File: src/rtl/io_bank_pkg.sv
// Shared constants and elaboration-time parameter check for the registered I/O bank.
package io_bank_pkg;

  localparam int unsigned MAX_SYNC_STAGES = 3;
  localparam int unsigned MAX_CHANNELS    = 32;
  localparam logic        IO_RST_VAL      = 1'b0;

  function automatic bit io_params_ok(input int unsigned n_in,
                                      input int unsigned n_out,
                                      input int unsigned sync_stages,
                                      input int unsigned in_reg,
                                      input int unsigned out_reg,
                                      input int unsigned oe_reg);
    return (n_in >= 1) && (n_in <= MAX_CHANNELS) &&
           (n_out >= 1) && (n_out <= MAX_CHANNELS) &&
           (sync_stages <= MAX_SYNC_STAGES) &&
           (in_reg <= 1) && (out_reg <= 1) && (oe_reg <= 1);
  endfunction

endpackage

File: src/rtl/io_in_chan.sv
// One input channel: free-running synchroniser, gated capture register with latch,
// and registered rise/fall detection on the captured value.
module io_in_chan
  import io_bank_pkg::*;
#(
  parameter int unsigned SYNC_STAGES = 2,
  parameter int unsigned IN_REG      = 1
) (
  input  logic clk,
  input  logic rst,
  input  logic cen,
  input  logic in_latch,
  input  logic in_pin,
  output logic in_data,
  output logic in_rise,
  output logic in_fall
);

  logic w_s;
  logic w_load;
  logic r_p;
  logic r_rise;
  logic r_fall;

  if (SYNC_STAGES == 0) begin : g_no_sync
    assign w_s = in_pin;
  end else begin : g_sync
    // Newest sample enters at bit 0; the oldest stage is the synchronised output.
    logic [SYNC_STAGES-1:0] r_sync;
    always_ff @(posedge clk) begin
      if (rst) begin
        r_sync <= {SYNC_STAGES{IO_RST_VAL}};
      end else begin
        r_sync <= SYNC_STAGES'({r_sync, in_pin});
      end
    end
    assign w_s = r_sync[SYNC_STAGES-1];
  end

  assign w_load = cen & ~in_latch;

  always_ff @(posedge clk) begin
    if (rst) begin
      r_p    <= IO_RST_VAL;
      r_rise <= IO_RST_VAL;
      r_fall <= IO_RST_VAL;
    end else if (w_load) begin
      r_rise <= w_s & ~r_p;
      r_fall <= ~w_s & r_p;
      r_p    <= w_s;
    end else begin
      r_rise <= 1'b0;
      r_fall <= 1'b0;
    end
  end

  if (IN_REG != 0) begin : g_in_reg
    assign in_data = r_p;
  end else begin : g_in_pass
    assign in_data = in_latch ? r_p : w_s;
  end

  assign in_rise = r_rise;
  assign in_fall = r_fall;

endmodule

File: src/rtl/io_reg_bank.sv
// Registered pin bank: N_IN synchronised/latched input channels with edge detect,
// and N_OUT output channels with optional data/enable registers and tristate masking.
module io_reg_bank
  import io_bank_pkg::*;
#(
  parameter int unsigned N_IN        = 5,
  parameter int unsigned N_OUT       = 4,
  parameter int unsigned SYNC_STAGES = 2,
  parameter int unsigned IN_REG      = 1,
  parameter int unsigned OUT_REG     = 1,
  parameter int unsigned OE_REG      = 1
) (
  input  logic             clk,
  input  logic             rst,
  input  logic             cen,
  input  logic             in_latch,
  input  logic [N_IN-1:0]  in_pin,
  output logic [N_IN-1:0]  in_data,
  output logic [N_IN-1:0]  in_rise,
  output logic [N_IN-1:0]  in_fall,
  input  logic [N_OUT-1:0] out_data,
  input  logic [N_OUT-1:0] out_oe,
  output logic [N_OUT-1:0] out_pin,
  output logic [N_OUT-1:0] out_pin_oe
);

  if (!io_params_ok(N_IN, N_OUT, SYNC_STAGES, IN_REG, OUT_REG, OE_REG)) begin : g_param_err
    $error("io_reg_bank: illegal parameter combination");
  end

  for (genvar i = 0; i < N_IN; i++) begin : g_in
    io_in_chan #(
      .SYNC_STAGES(SYNC_STAGES),
      .IN_REG     (IN_REG)
    ) u_chan (
      .clk     (clk),
      .rst     (rst),
      .cen     (cen),
      .in_latch(in_latch),
      .in_pin  (in_pin[i]),
      .in_data (in_data[i]),
      .in_rise (in_rise[i]),
      .in_fall (in_fall[i])
    );
  end

  logic [N_OUT-1:0] w_out;
  logic [N_OUT-1:0] w_oe;

  if (OUT_REG != 0) begin : g_out_reg
    logic [N_OUT-1:0] r_out;
    always_ff @(posedge clk) begin
      if (rst) begin
        r_out <= {N_OUT{IO_RST_VAL}};
      end else if (cen) begin
        r_out <= out_data;
      end
    end
    assign w_out = r_out;
  end else begin : g_out_comb
    assign w_out = out_data;
  end

  if (OE_REG != 0) begin : g_oe_reg
    logic [N_OUT-1:0] r_oe;
    always_ff @(posedge clk) begin
      if (rst) begin
        r_oe <= {N_OUT{IO_RST_VAL}};
      end else if (cen) begin
        r_oe <= out_oe;
      end
    end
    assign w_oe = r_oe;
  end else begin : g_oe_comb
    assign w_oe = out_oe;
  end

  // Tristated pins drive a deterministic 0 rather than stale data.
  assign out_pin    = w_out & w_oe;
  assign out_pin_oe = w_oe;

endmodule

File: config.mk
export PLATFORM = sky130hd
export DESIGN_NAME = io_reg_bank
export DESIGN_NICKNAME = d
export VERILOG_FILES = /design/src/rtl/io_bank_pkg.sv /design/src/rtl/io_in_chan.sv /design/src/rtl/io_reg_bank.sv
export SDC_FILE = /design/constraint.sdc
export NUM_CORES = 1
export LEC_CHECK = 0
export BUFFER_PORTS_ARGS = -buffer_cell sky130_fd_sc_hd__buf_2
export CORE_UTILIZATION = 47
export DETAILED_ROUTE_END_ITERATION = 12
export GPL_TIMING_DRIVEN = 0
export PLACE_DENSITY = 0.82
export SLEW_MARGIN = 30
export SYNTH_ARGS = -nofsm -noshare
export SYNTH_HDL_FRONTEND = slang
export SYNTH_HIERARCHICAL = 1
export SYNTH_SLANG_ARGS = --single-unit
export TNS_END_PERCENT = 10
File: constraint.sdc
create_clock -name clk -period 0.8 [get_ports clk]
set_input_delay 0.04 -clock clk [delete_from_list [all_inputs] [get_ports clk]]
set_output_delay 0.04 -clock clk [all_outputs]
set_load 0.02 [all_outputs]
==> summary.txt, run 1 <==
Yosys
  • Synth Area in Adders: 0%
  • Sequential share of the synthesized area: a little under three fifths
  • Post-synth EDFFs: 0
  • Synthesized area per cell: 12.2 µm²
  • Syn_nets: 112
  • Area leader, netlist: dfxtp_1
  • Distinct cells, synth: 12
  • Most numerous cell in the Yosys netlist: dfxtp_1
  • Synth top area cells: dfxtp_1 (57%), nor4b_1 (7.6%), mux2i_1 (6.9%), and2b_1 (6.5%), nand2b_4 (6.0%)
  • Mux cell area share after synthesis: 6.93%
  • Simple-gate area share of the yosys netlist: 29.1%
  • Syn Inst Count: 95
  • Share of the synthesized area in the top cell type: 57.2%
  • Synth Cell Area: 0.00115 mm²
  • Ys Warns: 6
  • Seq cells post-synth: 33
  • Xor/xnor share of the synthesized area: 0%
  • Largest family of logic cells by synthesized area: simple AND/OR/NAND/NOR gates
  • Synth cell count leaders: dfxtp_1 (33), and2b_1 (10), nor4b_1 (10)
  • Async set-or-reset flop fraction in the synthesized netlist: 0%
  • Top FF cell, synth: dfxtp_1
  • Synth Area in Compound Gates: 3.79%

Power
  • Leak Pwr: 0.846 nW
  • Pwr/cell area: around 1600 mW/mm²
  • Worst VDD drop: 1.52 mV

GRT
  • Initial antenna violation count: 0
  • First-pass GRT wire length: slightly below 4 mm
  • Gr usage total: 20.7%
  • Grt total ovfl: 0
  • Pin count of the biggest net entering global routing: 32
  • Vias in the first global route: ~930

Timing
  • Measured slew at the worst slew-check pin: 0.579 ns
  • Max-slew violation total from the final report: 0
  • Tcrit/Tclk final: 120%
  • Hold Fails Final Rpt: 0
  • RSZ-0062 raised after global routing: yes
  • Final worst path period need: 0.958 ns
  • Clock skew: 0.00985 ns
  • Final setup fails: 20
  • Fmax: ~1000 MHz
  • Worst Setup Slack, final: -0.158 ns
  • Relative slew slack: 61.4%

Final layout
  • Area delta synth->final: 59.5%
  • Fraction of layout cells with a size suffix above 1: 60.3%
  • Fin area: 0.00184 mm²
  • ANT cells: 0
  • Layout net count: 174

Critical path
  • CP required: ~0.76 ns
  • CP max FO: 2
  • Crit path launch: g_out_reg.r_out[2]$_SDFFE_PP0P_
  • WS Path Type: reg2out
  • Worst EP arrival: 0.92 ns
  • R2r endpoint: g_in[4].u_chan/in_rise$_SDFF_PP0_
  • Crit start category: flip-flop
  • Kind of end point of the critical path: output port
  • Flop2flop setup slack: 0 ns
  • Critical Path Sink: out_pin[2]
  • Reg2Reg Launch Point: g_in[4].u_chan/in_data$_SDFFE_PP0P_
  • Worst reg2reg path depth: 1

Clock network
  • H-tree levels: 2
  • CTS sink cnt: 33
  • Clock-pin transition on the worst setup and hold timing paths: 0.09 ns
  • Worst skew pair latency: 0.32 ns
  • Clk root buf: clkbuf_4
  • TritonCTS buffer count: 5
  • CTS tree: yes
  • Clock Path Buffers: 2

Min path
  • Depth of the worst hold-timing path: 3
  • Hold path startpoint: cen
  • Min-Delay Path Class: in2reg

Place
  • Dpl cell area: 0.00139 mm²
  • Detailed placement HPWL: 1.37 mm
  • Port Buf Inserts: 39
  • GPL Wtd Cong: 0.613
  • Post-Place Worst Slack: -0.173 ns

Floorplanning
  • DIE WIDTH: around 52 µm
  • Core area: 0.00225 mm²
  • Cell Rows: 17
  • IO Pins: 40
  • DIE HEIGHT: ~52 µm
  • Die Area: 0.00266 mm²
  • Initial core utilization: between 50% and 60%

Routing
  • 1st-iter DRT viols: 3
  • Post-Route WL: between 2 and 3 mm
  • DRT Pass-1 Iters: 4
  • Remaining DRCs: 0
  • Post-route ant nets: 0
  • Total vias in the final route: 934
  • WL/cell: 13.7 µm
  • Vias per std cell: 5.08

Run status
  • Failing checks: negative setup slack
  • Status: finished, violations left

Job
  • MaxCap Viol Count: 0
==> repair_timing <==
item,CTS,global route
resized for setup,76,13
setup buffers,1,2
cloned,0,0
hold buffers,13,0
setup endpoints to repair,28,33
pin swaps,4,2
endpoints found under the hold margin,13,0
==> worst min path at each step <==
stage,to
after floorplan,g_in[0].u_chan/in_fall$_SDFF_PP0_
after global placement,g_in[4].u_chan/g_sync.r_sync[0]$_SDFF_PP0_
after detailed placement,g_in[3].u_chan/g_sync.r_sync[0]$_SDFF_PP0_
after CTS,g_in[2].u_chan/in_rise$_SDFF_PP0_
after global routing,g_in[3].u_chan/in_rise$_SDFF_PP0_
final,g_in[2].u_chan/in_rise$_SDFF_PP0_
==> per-stage QoR <==
stage / util [%] / setup TNS (ns) / hold WS [ns] / total power, W / std cells
3_3_place_gp: 61.4 / -1.09 / 0.244 / 0.00201 / 162
4_1_cts: 78.7 / -1.39 / 0.110 / 0.00291 / 182
2_1_floorplan: - / 0 / 0.118 / 0.00191 / 95
3_5_place_dp: 61.4 / -1.55 / 0.247 / 0.00203 / 162
6_report: 81.7 / -1.11 / 0.131 / 0.00290 / 184
5_1_grt: 81.7 / -2.28 / 0.123 / 0.00306 / 184
==> cells by family (layout without fill, tap and decap cells) <==
logic type / count (synthesis) / in the layout
buffers and inverters: 7 / 68
AOI/OAI and AO/OA: 5 / 5
and+or+nand+nor: 42 / 42
DFF: 33 / 33
muxes: 8 / 8
==> power by group <==
part           switching, W  leakage, nW  internal [W]
clock network      0.000470       0.0269      0.000304
registers         0.0000334        0.282       0.00170
logic              0.000169        0.536      0.000221
total              0.000672        0.846       0.00223
==> per-layer routing <==
metal  track usage, %  wire, µm
met1             18.7       953
met2             40.7      1370
met3             8.48       171
met4             6.76        35
met5                0         0
==> critical path, stage by stage (launching register included) <==
cell and delay (ns):
dfxtp_2 0.33, and2_4 0.15, buf_6 0.12
==> cell usage in the layout, fill, tap and decap left out, types with 2 or more instances in the layout <==
cell,synthesis,final
dfxtp_2,0,27
buf_6,1,23
buf_2,0,16
dlygate4sd3_1,0,13
and2b_1,10,10
nor2_1,8,8
nor4b_1,10,8
mux2i_1,8,7
clkbuf_4,0,5
inv_1,5,5
nand2b_4,5,5
a31o_1,5,5
dfxtp_1,33,5
and2_4,0,4
buf_4,0,4
nor4bb_4,0,3
nor4b_2,0,2
nor4bb_2,0,2
==> registers in the layout (all words and copies together) (netlist names) <==
signal / flops
out_pin_oe: 4
g_in.u_chan/g_sync.r_sync: 10
g_in.u_chan/in_data: 5
g_in.u_chan/in_fall: 5
g_out_reg.r_out: 4
g_in.u_chan/in_rise: 5
==> area by class of cell <==
| class | instances | area [µm²] |
|---|---|---|
| flip-flops and latches | 33 | 698 |
| multi-input cells | 55 | 544 |
| clock buffers | 5 | 37.5 |
| inverters | 5 | 18.8 |
| well taps | 28 | 35.0 |
| clock inverters | 1 | 5.00 |
| fillers | 132 | 413 |
| repair buffers | 55 | 488 |
| plain buffers | 2 | 15.0 |
Note: power is estimated with default switching activity, not from simulation.
==> inputs of run 2 (changes only) <==
--- a/config.mk
+++ b/config.mk
@@ -5,11 +5,13 @@
 export SDC_FILE = /design/constraint.sdc
 export NUM_CORES = 1
 export LEC_CHECK = 0
+export ABC_AREA = 1
 export BUFFER_PORTS_ARGS = -buffer_cell sky130_fd_sc_hd__buf_2
-export CORE_UTILIZATION = 47
+export CORE_UTILIZATION = 52
+export CTS_BUF_LIST = sky130_fd_sc_hd__clkbuf_8
 export DETAILED_ROUTE_END_ITERATION = 12
 export GPL_TIMING_DRIVEN = 0
-export PLACE_DENSITY = 0.82
+export PLACE_DENSITY = 0.87
 export SLEW_MARGIN = 30
 export SYNTH_ARGS = -nofsm -noshare
 export SYNTH_HDL_FRONTEND = slang
==> run 2 against run 1 <==
The flow still finishes with violations (negative setup slack). Worst setup slack better by 0.074 ns. Area after synthesis is 10% higher. First-iteration DRC count grew to 3.3 times the previous value. Clock-buffer cell count stayed put. Global-route usage is 0.24 points higher. Register-to-register slack better by 0.04 ns. Flip-flop and latch count stayed put. Clock skew is 0.0064 ns lower. Critical path type unchanged. Largest cell class unchanged.
==> summary.txt, run 2 <==
Critical path
  • Kind of end point of the critical path: output port
  • Worst path bufs/invs: 2 (+1)
  • WS Path Type: reg2out
  • Crit start category: flip-flop
  • CP max FO: 3 (+1)
  • Max stage delay on crit path: 0.35 ns (+0.02 ns)
  • CP required: 0.76 ns (about the same)
  • Top delay family on crit path: flip-flops
  • Crit-path cells: nand2_1, inv_1, buf_6
  • Worst EP arrival: 0.84 ns (-0.08 ns)
  • Critical-path top delay cell: dfxtp_2

Job
  • MaxCap Viol Count: 0 (unchanged)

Place
  • GPL Wtd Cong: 0.747 (+22%)
  • Port Buf Inserts: 39 (unchanged)
  • Dpl cell area: 0.00150 mm² (+8.3%)
  • Detailed placement HPWL: 1.54 mm (+12%)

Power
  • Worst VDD drop: 1.93 mV (+27%)
  • Pwr/cell area: 1920 mW/mm² (+22%)
  • Leak Pwr: 0.958 nW (+13%)
  • Tot Pwr: 0.00339 W (+17%)

Clock network
  • H-tree levels: 2 (unchanged)
  • Clk root buf: clkbuf_8
  • CTS tree: yes
  • CTS sink cnt: 33 (unchanged)
  • Clock Path Buffers: 2 (unchanged)
  • TritonCTS buffer count: 5 (unchanged)
  • Clock-pin transition on the worst setup and hold timing paths: 0.07 ns (-0.02 ns)
  • Worst skew pair latency: 0.28 ns (-0.04 ns)

Timing
  • Hold Fails Final Rpt: 0 (unchanged)
  • Relative slew slack: 79.0% (+18 points)
  • Fmax: 1130 MHz (+8.4%)
  • Worst Setup Slack, final: -0.0838 ns (+0.0741 ns)
  • Measured slew at the worst slew-check pin: 0.315 ns (-0.264 ns)
  • Clock skew: 0.00343 ns (-0.00643 ns)
  • Final worst path period need: 0.884 ns (-0.0741 ns)
  • Max-slew violation total from the final report: 0 (unchanged)
  • RSZ-0062 raised after global routing: yes
  • Tcrit/Tclk final: 110% (-9.3 points)
  • Final setup fails: 7 (-65%)

Routing
  • Vias per std cell: 4.35 (-14%)
  • Post-route ant nets: 0 (unchanged)
  • DRT Pass-1 Iters: 4 (unchanged)
  • Total vias in the final route: 1113 (+19%)
  • WL/cell: 9.54 µm (-31%)
  • Post-Route WL: 2.44 mm (-3.4%)
  • Remaining DRCs: 0 (unchanged)
  • 1st-iter DRT viols: 10 (+7)

GRT
  • Gr busiest metal: met2
  • Initial antenna violation count: 0 (unchanged)
  • Met2 global-route usage: 38.1% (-2.6 points)
  • Met3 Usage GRT: 9.82% (+1.3 points)
  • First-pass GRT wire length: 3.92 mm (+0.18%)
  • Pin count of the biggest net entering global routing: 17 (-47%)
  • Met1 Use GR: 19.6% (+0.87 points)
  • Grt total ovfl: 0 (unchanged)
  • Vias in the first global route: 1043 (+12%)
  • Gr usage total: 20.9% (+0.24 points)

Final layout
  • Reg area: 682 µm² (-2.3%)
  • Layout net count: 244 (+40%)
  • Fraction of layout cells with a size suffix above 1: 33.8% (-26 points)
  • Highest-count cells in the layout ignoring fill and taps: nor2_1 (47), inv_1 (40), nand2_1 (31)
  • Area delta synth->final: 39.0%
  • Register with the most flip-flops: g_in.u_chan/g_sync.r_sync
  • Leading cell type in the layout, fill and taps excluded: nor2_1
  • Util after Layout: 78.3% (-3.4 points)
  • Area occupied by multi-input gates: 409 µm² (-25%)
  • Fillers: 165 (+25%)
  • Fin area: 0.00177 mm² (-4.1%)
  • Max reg flops: 10 (unchanged)
  • ANT cells: 0 (unchanged)

Yosys
  • Share of the synthesized area in the top cell type: 52.0% (-5.2 points)
  • Distinct cells, synth: 13 (+1)
  • Ys Warns: 6 (unchanged)
  • Syn Inst Count: 174 (+83%)
  • Synthesized area per cell: 7.30 µm² (-40%)
  • Async set-or-reset flop fraction in the synthesized netlist: 0% (unchanged)
  • Post-synth EDFFs: 0 (unchanged)
  • Sequential share of the synthesized area: 52.0% (-5.2 points)
  • Area leader, netlist: dfxtp_1
  • Synth Cell Area: 0.00127 mm² (+10%)
  • Syn_nets: 191 (+71%)
  • Most numerous cell in the Yosys netlist: nor2_1
  • Top FF cell, synth: dfxtp_1
  • Seq cells post-synth: 33 (unchanged)
  • Synth cell count leaders: nor2_1 (47), inv_1 (40), dfxtp_1 (33)
  • Synth top area cells: dfxtp_1 (52%), nor2_1 (14%), inv_1 (12%), nand2_1 (9.2%), or2_0 (2.5%)

Floorplanning
  • Core area: 0.00225 mm² (unchanged)
  • Cell Rows: 17 (unchanged)
  • Die Area: 0.00264 mm² (-0.58%)
  • Initial core utilization: 56.3% (+5.1 points)
  • DIE HEIGHT: 51.4 µm (-0.29%)
  • DIE WIDTH: 51.4 µm (-0.29%)
  • IO Pins: 40 (unchanged)

Run status
  • Status: finished, violations left
  • Failing checks: negative setup slack

Min path
  • Min-Delay Path Class: in2reg
-- run 2: cell count changes after synthesis, sizes merged, moves of 8 or more --
cell	delta
nand2	+35
inv	+35
nor2	+43
and2b	-10
mux2i	-8
nor4b	-10
-- run 2: report_power, final --
group	switching [W]	total [W]	internal, W
registers	0.0000428	0.00177	0.00172
logic	0.000241	0.000446	0.000205
clock network	0.000582	0.00118	0.000599
total	0.000866	0.00339	0.00253
-- run 2: worst paths after layout --
check             cells past startpoint  slack, ns                                       start                                          to
setup reg to reg                      3       0.04  g_in[0].u_chan/g_sync.r_sync[1]$_SDFF_PP0_           g_in[0].u_chan/in_rise$_SDFF_PP0_
hold / removal                        5       0.04                                   out_oe[3]                  out_pin_oe[3]$_SDFFE_PP0P_
setup / recovery                      3      -0.08                  out_pin_oe[1]$_SDFFE_PP0P_                                  out_pin[1]
hold reg to reg                       2       0.40  g_in[4].u_chan/g_sync.r_sync[0]$_SDFF_PP0_  g_in[4].u_chan/g_sync.r_sync[1]$_SDFF_PP0_
-- run 2: layout make-up --
class | instances | share of cell area [%]
multi-input cells | 96 | 23.2
clock inverters | 3 | 0.992
repair buffers | 46 | 20.0
plain buffers | 2 | 1.77
clock buffers | 5 | 3.90
flip-flops and latches | 33 | 38.6
well taps | 28 | 1.98
inverters | 43 | 9.57
-- run 2: logic make-up after synthesis --
kind of cell	count (synthesis)	synth area share, %
and+or+nand+nor	96	32.2
buffers and inverters	45	15.8
DFF	33	52.0
-- run 2: worst register-to-register path, stage by stage (launching register included) --
cell and delay (ns):
dfxtp_1 0.33, inv_1 0.05, or2_0 0.19, nor2_1 0.12
-- run 2: what timing repair did --
action,4_1_cts,5_1_grt
hold endpoints to repair,5,0
pin swaps,1,0
setup buffers,2,0
gates resized for setup,33,14
endpoints found under the setup margin,14,19
hold buffers,5,0
-- run 2: layer usage --
layer	part of all wire (%)	vias to the layer above	wire length [µm]
li1	-	589	-
met3	4.8	4	117
met2	54	28	1310
met5	0	-	0
met4	1.2	0	29
met1	40	492	983
-- run 2: through the flow --
step	worst slack, ns	TNS [ns]	std cells	hold WS (ns)
floorplan	0.0555	0	174	0.111
global placement	0.0153	0	241	0.238
detailed placement	-0.00223	-0.00223	241	0.250
CTS	-0.0810	-0.392	256	0.0319
global route	-0.124	-0.709	256	0.0569
finish	-0.0838	-0.312	256	0.0374
==> inputs of run 3 (changes only) <==
--- a/config.mk
+++ b/config.mk
@@ -7,6 +7,7 @@
 export LEC_CHECK = 0
 export ABC_AREA = 1
 export BUFFER_PORTS_ARGS = -buffer_cell sky130_fd_sc_hd__buf_2
+export CORE_MARGIN = 3
 export CORE_UTILIZATION = 52
 export CTS_BUF_LIST = sky130_fd_sc_hd__clkbuf_8
 export DETAILED_ROUTE_END_ITERATION = 12
==> run 3 against run 2 <==
The flow still finishes with violations (negative setup slack). Combinational power hardly changed. Non-clock buffer count stayed put. Clock skew is 0.0021 ns higher. Critical path depth stayed put. Global-route usage is 4.1 points lower. Critical path type unchanged. Sequential power hardly changed. Core utilization is 0.22 points lower. Clock power is 5% lower.
==> summary.txt, run 3 (same netlist as run 2, synthesis figures left out) <==
Clock network
  • CTS sink cnt: 33 (unchanged)
  • CTS tree: yes
  • H-tree levels: 2 (unchanged)
  • Worst skew pair latency: 0.28 ns (about the same)
  • TritonCTS buffer count: 5 (unchanged)
  • Clk root buf: clkbuf_8
  • Clock Path Buffers: 2 (unchanged)
  • Clock-pin transition on the worst setup and hold timing paths: 0.06 ns (about the same)

Final layout
  • Max reg flops: 10 (unchanged)
  • ANT cells: 0 (unchanged)
  • Fraction of layout cells with a size suffix above 1: 33.8% (unchanged)
  • Leading cell type in the layout, fill and taps excluded: nor2_1
  • Layout net count: 244 (unchanged)
  • Area delta synth->final: 38.6%
  • Highest-count cells in the layout ignoring fill and taps: nor2_1 (47), inv_1 (40), nand2_1 (29)
  • Register with the most flip-flops: g_in.u_chan/g_sync.r_sync
  • Fin area: 0.00176 mm² (-0.28%)

Critical path
  • Flop2flop setup slack: 0.08 ns (+0.04 ns)
  • Crit start category: flip-flop
  • R2r endpoint: g_in[4].u_chan/in_rise$_SDFF_PP0_
  • CP required: 0.76 ns (about the same)
  • CP max FO: 3 (unchanged)
  • Reg2Reg Launch Point: g_in[4].u_chan/in_data$_SDFFE_PP0P_
  • WS Path Type: reg2out
  • Crit path launch: out_pin_oe[3]$_SDFFE_PP0P_
  • Critical Path Sink: out_pin[3]
  • Kind of end point of the critical path: output port
  • Worst EP arrival: 0.84 ns (about the same)
  • Worst reg2reg path depth: 2 (-1)

Place
  • Dpl cell area: 0.00150 mm² (unchanged)
  • Detailed placement HPWL: 1.61 mm (+4.3%)
  • GPL Wtd Cong: 0.687 (-8.1%)
  • Port Buf Inserts: 39 (unchanged)

Routing
  • Post-route ant nets: 0 (unchanged)
  • Remaining DRCs: 0 (unchanged)
  • WL/cell: 9.63 µm (+0.98%)
  • Total vias in the final route: 1112 (-0.090%)
  • 1st-iter DRT viols: 22 (+12)
  • Post-Route WL: 2.47 mm (+0.98%)
  • Vias per std cell: 4.34 (about the same)
  • DRT Pass-1 Iters: 4 (unchanged)

GRT
  • Gr usage total: 16.8% (-4.1 points)
  • Vias in the first global route: 1005 (-3.6%)
  • First-pass GRT wire length: 4.06 mm (+3.7%)
  • Grt total ovfl: 0 (unchanged)
  • Initial antenna violation count: 0 (unchanged)
  • Pin count of the biggest net entering global routing: 17 (unchanged)

Floorplanning
  • DIE HEIGHT: 55.4 µm (+7.8%)
  • IO Pins: 40 (unchanged)
  • Initial core utilization: 56.3% (unchanged)
  • Cell Rows: 17 (unchanged)
  • Die Area: 0.00307 mm² (+16%)
  • Core area: 0.00225 mm² (unchanged)
  • DIE WIDTH: 55.4 µm (+7.8%)

Run status
  • Failing checks: negative setup slack
  • Status: finished, violations left

Power
  • Worst VDD drop: 1.54 mV (-20%)
  • Leak Pwr: 0.959 nW (about the same)
  • Tot Pwr: 0.00333 W (-1.8%)
  • Pwr/cell area: 1890 mW/mm² (-1.6%)

Timing
  • Fmax: 1130 MHz (+0.17%)
  • Tcrit/Tclk final: 110% (-0.18 points)
  • Hold Fails Final Rpt: 0 (unchanged)
  • Final setup fails: 7 (unchanged)
  • Relative slew slack: 77.9% (-1.1 points)
  • Worst Setup Slack, final: -0.0824 ns (+0.00147 ns)
  • Measured slew at the worst slew-check pin: 0.331 ns (+0.0167 ns)
  • Final worst path period need: 0.882 ns (-0.00147 ns)
  • Clock skew: 0.00553 ns (+0.00210 ns)
  • Max-slew violation total from the final report: 0 (unchanged)
  • RSZ-0062 raised after global routing: yes

Min path
  • Hold path startpoint: out_oe[2]
  • Min-Delay Path Class: in2reg

Job
  • MaxCap Viol Count: 0 (unchanged)
-- run 3: how the worst min path moves through the flow --
stage / slack, ns / endpoint / cells after the start
final: 0.05 / out_pin_oe[2]$_SDFFE_PP0P_ / 5
after global routing: 0.06 / g_out_reg.r_out[1]$_SDFFE_PP0P_ / 5
after CTS: 0.04 / g_out_reg.r_out[2]$_SDFFE_PP0P_ / 5
after detailed placement: 0.25 / g_in[0].u_chan/g_sync.r_sync[0]$_SDFF_PP0_ / 3
after global placement: 0.24 / g_in[2].u_chan/g_sync.r_sync[0]$_SDFF_PP0_ / 3
after floorplan: 0.11 / g_in[0].u_chan/g_sync.r_sync[0]$_SDFF_PP0_ / 1
-- run 3: per-layer routing --
layer / wire length, µm / share of wire, % / global-route usage, % / up-vias
met3: 127 / 5.2 / 5.14 / 7
met5: 0 / 0 / 0 / -
met1: 1070 / 43 / 18.0 / 484
met4: 64 / 2.6 / 10.4 / 0
met2: 1210 / 49 / 28.7 / 27
li1: - / - / - / 594
-- run 3: timing repair --
action / in CTS / in global routing
pin swaps: 1 / 1
setup buffers: 2 / 0
hold buffers: 5 / 0
setup endpoints to repair: 13 / 20
gates resized for setup: 31 / 19
endpoints found under the hold margin: 5 / 0
-- run 3: stage by stage --
stage	worst slack (ns)	hold WS, ns	utilization, %	setup TNS, ns	instances
2_1_floorplan	0.0555	0.111	-	0	174
3_3_place_gp	0.00715	0.241	66.5	0	241
3_5_place_dp	0.00920	0.246	66.5	0	241
4_1_cts	-0.0783	0.0414	76.2	-0.355	256
5_1_grt	-0.131	0.0615	78.1	-0.711	256
6_report	-0.0824	0.0495	78.1	-0.304	256
-- run 3: power by group --
part           switching, W  total, W  internal (W)  leakage [nW]
Clock              0.000539   0.00112      0.000578        0.0519
Sequential        0.0000445   0.00177       0.00172         0.276
Combinational      0.000241  0.000447      0.000205         0.631
Total              0.000824   0.00333       0.00251         0.959
-- run 3: final cells by class --
| cell class | instances | area, µm² |
|---|---|---|
| inverter | 43 | 169 |
| clock buffer | 5 | 68.8 |
| tap | 28 | 35.0 |
| multi-input combinational | 96 | 414 |
| sequential | 33 | 682 |
| timing repair buffer | 46 | 349 |
| buffer | 2 | 31.3 |
| clock inverter | 3 | 11.3 |
| fill | 168 | 494 |
-- run 3: critical path, stage by stage, from the launching register on --
cell     delay, ns
dfxtp_2       0.35
nand2_2       0.05
inv_2         0.05
buf_6         0.11
